===== config.mk =====
export PLATFORM = sky130hd
export DESIGN_NAME = alu_arbiter
export DESIGN_NICKNAME = d
export VERILOG_FILES = /design/src/rtl/alu_arbiter.sv
export SDC_FILE = /design/constraint.sdc
export NUM_CORES = 1
export LEC_CHECK = 0
export BUFFER_PORTS_ARGS = -buffer_cell sky130_fd_sc_hd__buf_2
export CAP_MARGIN = 0
export CORE_AREA = 2 2 100 122
export DETAILED_ROUTE_END_ITERATION = 8
export DIE_AREA = 0 0 102 124
export PLACE_DENSITY = 0.75
export SLEW_MARGIN = 20
export SYNTH_ARGS = -nofsm -noshare
export SYNTH_HDL_FRONTEND = slang
export SYNTH_SLANG_ARGS = --single-unit

===== constraint.sdc =====
create_clock -name clk -period 2.1 [get_ports clk]
set_clock_uncertainty 0.05 [all_clocks]
set_input_delay 0.42 -clock clk [delete_from_list [all_inputs] [get_ports clk]]
set_output_delay 0.42 -clock clk [all_outputs]
set_load 0.02 [all_outputs]

===== src/rtl/alu_arbiter.sv =====
// alu_arbiter
//   Two-requester front end for one shared combinational ALU. An idle
//   arbiter grants one requester. A single requester gets the grant
//   directly. When both request, a round-robin pointer picks the winner.
//   The arbiter captures that requester's opcode and operands, registers
//   the ALU result one cycle later, and holds it as a response until the
//   owner consumes it.
//
// Ports
//   clk, rst_n                 clock, asynchronous active-low reset
//   req{0,1}_valid/_ready      request handshake per requester
//   req{0,1}_op/_a/_b          opcode and operands per requester
//   alu_a, alu_b, alu_op       operands/opcode driven to the shared ALU
//   alu_c, alu_flag            ALU result and branch flag (combinational)
//   rsp{0,1}_valid/_ready      response handshake per requester
//   rsp_c, rsp_flag, rsp_err   shared response payload
//   busy                       high whenever an operation is in flight
module alu_arbiter #(
  parameter int DATA_W = 32,
  parameter int OP_W   = 4
) (
  input  logic              clk,
  input  logic              rst_n,
  input  logic              req0_valid,
  output logic              req0_ready,
  input  logic [OP_W-1:0]   req0_op,
  input  logic [DATA_W-1:0] req0_a,
  input  logic [DATA_W-1:0] req0_b,
  input  logic              req1_valid,
  output logic              req1_ready,
  input  logic [OP_W-1:0]   req1_op,
  input  logic [DATA_W-1:0] req1_a,
  input  logic [DATA_W-1:0] req1_b,
  output logic [DATA_W-1:0] alu_a,
  output logic [DATA_W-1:0] alu_b,
  output logic [OP_W-1:0]   alu_op,
  input  logic [DATA_W-1:0] alu_c,
  input  logic              alu_flag,
  output logic              rsp0_valid,
  input  logic              rsp0_ready,
  output logic              rsp1_valid,
  input  logic              rsp1_ready,
  output logic [DATA_W-1:0] rsp_c,
  output logic              rsp_flag,
  output logic              rsp_err,
  output logic              busy
);

  typedef enum logic [1:0] {
    IDLE = 2'd0,
    EXEC = 2'd1,
    RESP = 2'd2
  } state_t;

  // Opcodes above this value are illegal and produce an error response.
  localparam logic [OP_W-1:0] OP_LAST_LEGAL = OP_W'(12);

  state_t            state_q, state_d;
  logic              rr_q, rr_d;          // requester that wins a tie
  logic              owner_q, owner_d;    // requester being served
  logic [OP_W-1:0]   op_q, op_d;
  logic [DATA_W-1:0] a_q, a_d;
  logic [DATA_W-1:0] b_q, b_d;
  logic [DATA_W-1:0] rsp_c_q, rsp_c_d;
  logic              rsp_flag_q, rsp_flag_d;
  logic              rsp_err_q, rsp_err_d;

  logic              grant_valid;
  logic              grant_id;
  logic              owner_rsp_ready;

  // A tie goes to rr_q. Otherwise the grant goes to whichever requester is
  // valid. grant_id is don't-care when nobody requests.
  assign grant_valid = req0_valid | req1_valid;
  assign grant_id    = (req0_valid & req1_valid) ? rr_q : ~req0_valid;

  assign owner_rsp_ready = owner_q ? rsp1_ready : rsp0_ready;

  // NOTE: combinational logic uses blocking '='. Every signal gets a default
  // first, so no path leaves it unassigned and no latch is inferred.
  always_comb begin
    state_d    = state_q;
    rr_d       = rr_q;
    owner_d    = owner_q;
    op_d       = op_q;
    a_d        = a_q;
    b_d        = b_q;
    rsp_c_d    = rsp_c_q;
    rsp_flag_d = rsp_flag_q;
    rsp_err_d  = rsp_err_q;
    req0_ready = 1'b0;
    req1_ready = 1'b0;

    unique case (state_q)
      IDLE: begin
        req0_ready = grant_valid & ~grant_id;
        req1_ready = grant_valid &  grant_id;
        // The granted requester is valid by construction, so a grant is
        // an accept.
        if (grant_valid) begin
          owner_d = grant_id;
          rr_d    = ~grant_id;
          op_d    = grant_id ? req1_op : req0_op;
          a_d     = grant_id ? req1_a  : req0_a;
          b_d     = grant_id ? req1_b  : req0_b;
          state_d = EXEC;
        end
      end

      EXEC: begin
        if (op_q > OP_LAST_LEGAL) begin
          rsp_c_d    = '0;
          rsp_flag_d = 1'b0;
          rsp_err_d  = 1'b1;
        end else begin
          rsp_c_d    = alu_c;
          rsp_flag_d = alu_flag;
          rsp_err_d  = 1'b0;
        end
        state_d = RESP;
      end

      RESP: begin
        // The non-owner's rsp_ready plays no part here.
        if (owner_rsp_ready) begin
          state_d = IDLE;
        end
      end

      default: state_d = IDLE;
    endcase
  end

  // NOTE: sequential state uses non-blocking '<='. The datapath registers
  // are also reset, because the ALU inputs and the response payload are
  // visible outputs that must read zero while in reset.
  always_ff @(posedge clk or negedge rst_n) begin
    if (!rst_n) begin
      state_q    <= IDLE;
      rr_q       <= 1'b0;
      owner_q    <= 1'b0;
      op_q       <= '0;
      a_q        <= '0;
      b_q        <= '0;
      rsp_c_q    <= '0;
      rsp_flag_q <= 1'b0;
      rsp_err_q  <= 1'b0;
    end else begin
      state_q    <= state_d;
      rr_q       <= rr_d;
      owner_q    <= owner_d;
      op_q       <= op_d;
      a_q        <= a_d;
      b_q        <= b_d;
      rsp_c_q    <= rsp_c_d;
      rsp_flag_q <= rsp_flag_d;
      rsp_err_q  <= rsp_err_d;
    end
  end

  assign alu_a      = a_q;
  assign alu_b      = b_q;
  assign alu_op     = op_q;
  assign rsp_c      = rsp_c_q;
  assign rsp_flag   = rsp_flag_q;
  assign rsp_err    = rsp_err_q;
  assign rsp0_valid = (state_q == RESP) & ~owner_q;
  assign rsp1_valid = (state_q == RESP) &  owner_q;
  assign busy       = (state_q != IDLE);

endmodule

==> flow_metrics.tcl <==
set metrics [dict create \
    fmax_mhz 505 \
    fillers 1052 \
    wl_mm 14.1 \
    grt_overflow 0 \
    fin_crit_sh_pct 94.2 \
    criticalPathCategory "flop to primary output" \
    cts_setup_buffers 0 \
    placed_area_um2 6000 \
    coreArea_um2 11400 \
    synth_cell_type_count 25 \
    grt_pass1_wl_mm 21.1 \
    syn_to_final_growth_pct 39.0 \
    grt_pass1_vias 4221 \
    globalplace.congestion 0.833 \
    setup.worst_path.start_class "flop" \
    hold_viol_final 0 \
    ant_nets 0 \
    synthesis.area_um2 4510 \
    synth_fp_nets 546 \
    tightest_slew_ps 567 \
    max_stage_delay_ps 440 \
    yosysWarnings 0 \
    antenna_found_initial 0 \
    period_minus_slack_ps 1980 \
    clk_latency_ps 340 \
    port_buffers 281 \
    cts_tree "done" \
    yosysSeqAreaShare_pct 58.8 \
    die_area_um2 12600 \
    cp_slowest_cell "dfrtp_1" \
    stdcell_area_um2 6270 \
    arrival_ps 1510 \
    layout_common_cells "buf_2 (280), dfrtp_1 (106), and3_1 (50), a221o_1 (50), nand2_1 (36)" \
    reg2reg_setup_slack_ps 300 \
    ioPinCount 282 \
    n_antenna_cell 0 \
    clkTransAtPathRegs_ps 70 \
    required_ps 1630 \
    vias_per_cell 5.34 \
    fin_setup_tns_ps 0 \
    cts_hold_buf 0 \
    cts_sinks 106 \
    track_usage_pct 21.5 \
    slew_headroom_pct 62.2 \
    detailedRoute.firstIterationViolations 192 \
    drive_gt1_share_pct 49.5 \
    cts_resized 0 \
    cts_buffer_depth 2 \
    start_util_pct 39.5 \
    synthFlopType "dfrtp_1" \
    fin_nets 813 \
    worst_setup_path_end_kind "primary output" \
    h-tree-depth 3 \
    drv_slew 0 \
    status "complete, no violations" \
    layout_commonest_cell "buf_2" \
    fin_util_pct 55.0 \
    irDropWorstVdd_uv 892 \
    p_leak_nw 3.43 \
    crit_chain "a21bo_2 > nor2_1 > buf_2" \
    async_reset_ff_share_pct 100 \
    vias 4267 \
    syn_avg_cell_area_um2 12.2 \
    die_w_um 102 \
    netlist_instances 371 \
    crit_path_max_fanout 19 \
    power_mw 10.3 \
    die_h_um 124 \
    min_path_type "input pin to async pin" \
    rows 43 \
    dp_hpwl_mm 10.3 \
    clockRootBuffer "clkbuf_16" \
    rsz0062_at_grt "false" \
    preCtsSetupSlack_ps 326 \
    fin_ws_ps 121 \
    ys_ff_latch 106 \
    powerDensity_nw_per_um2 1650 \
    drc_errors 0 \
    detail_route.first_pass.iterations 4 \
    setup_viol 0 \
    grt_max_degree 107 \
    wl_per_cell_um 17.7 \
    drv_cap 0 \
    synth-edff-count 0 \
    cts_made_buffers 9 \
]
[where the power goes]
group / leakage, nW / switching [mW] / internal, mW
logic: 2.01 / 3.07 / 2.02
clock network: 0.120 / 0.752 / 0.800
registers: 1.29 / 0.639 / 3.04
total: 3.43 / 4.46 / 5.86
[final timing paths]
check | start | end | cells past startpoint
worst min-delay path | rst_n | alu_a[30]$_DFFE_PN0P_ | 2
worst max register to register | rr_q$_DFFE_PN0P_ | alu_op[1]$_DFFE_PN0P_ | 4
worst min register to register | rsp_c[20]$_DFFE_PN0N_ | rsp_c[20]$_DFFE_PN0N_ | 1
min in group clk | alu_c[28] | rsp_c[28]$_DFFE_PN0N_ | 2
max in group asynchronous | rst_n | alu_b[26]$_DFFE_PN0P_ | 2
worst max-delay path | rr_q$_DFFE_PN0P_ | req0_ready | 3
[final cells by class]
class                           instances  area, µm²  share of cell area, %
Clock inverter                          6       43.8                  0.699
Sequential cell                       106       2650                   42.3
Timing Repair Buffer                  293       1540                   24.5
Tap cell                              157        196                   3.13
Clock buffer                            9        225                   3.59
Inverter                                4       15.0                  0.240
Multi-Input combinational cell        224       1600                   25.5
[cells by family (layout without fill, tap and decap cells)]
kind of cell | count (synthesis) | count (layout) | share of synthesized area [%]
and+or+nand+nor | 97 | 97 | 11.5
DFF | 106 | 106 | 58.8
muxes | 1 | 1 | 0.250
buffers and inverters | 41 | 312 | 5.94
AOI/OAI and AO/OA | 126 | 126 | 23.5
[stage by stage]
stage                     hold WS, ps  std cells
after floorplan                  74.4        371
after global placement            432        784
after detailed placement          435        784
after CTS                         120        799
after global routing              135        799
final                            89.5        799
[metal layers]
metal | vias to the layer above | part of all wire (%) | track usage, %
li1 | 1951 | - | -
met1 | 2061 | 40 | 26.6
met2 | 225 | 50 | 37.1
met3 | 30 | 7.9 | 3.76
met4 | 0 | 2.3 | 8.83
met5 | - | 0 | 0
[flip-flops by register name, summed over array words and instances, names as in the netlist]
name and cells:
alu_a 32, alu_b 32, rsp_c 32, alu_op 4
state_q 2, owner_q 1, rr_q 1, rsp_err 1
rsp_flag 1
[synthesized netlist by cell type, drive strengths merged (2+ instances only)]
cell | count | area (µm²)
a21o | 2 | 15.0
a21oi | 19 | 95.1
a221o | 50 | 500
a22o | 33 | 289
a31oi | 19 | 134
and3 | 51 | 319
buf | 26 | 211
clkbuf | 11 | 41.3
dfrtp | 106 | 2650
inv | 4 | 15.0
nand2 | 37 | 146
nand2b | 3 | 18.8
nor2 | 4 | 22.5
or2 | 2 | 12.5
[critical path: cells and delay by family (launching register included)]
kind            cells  cell delay (ps)
compound gates      1              370
buf+inv             1              190
flops               1              440
simple gates        1              180
(Power assumes the default switching activity.)
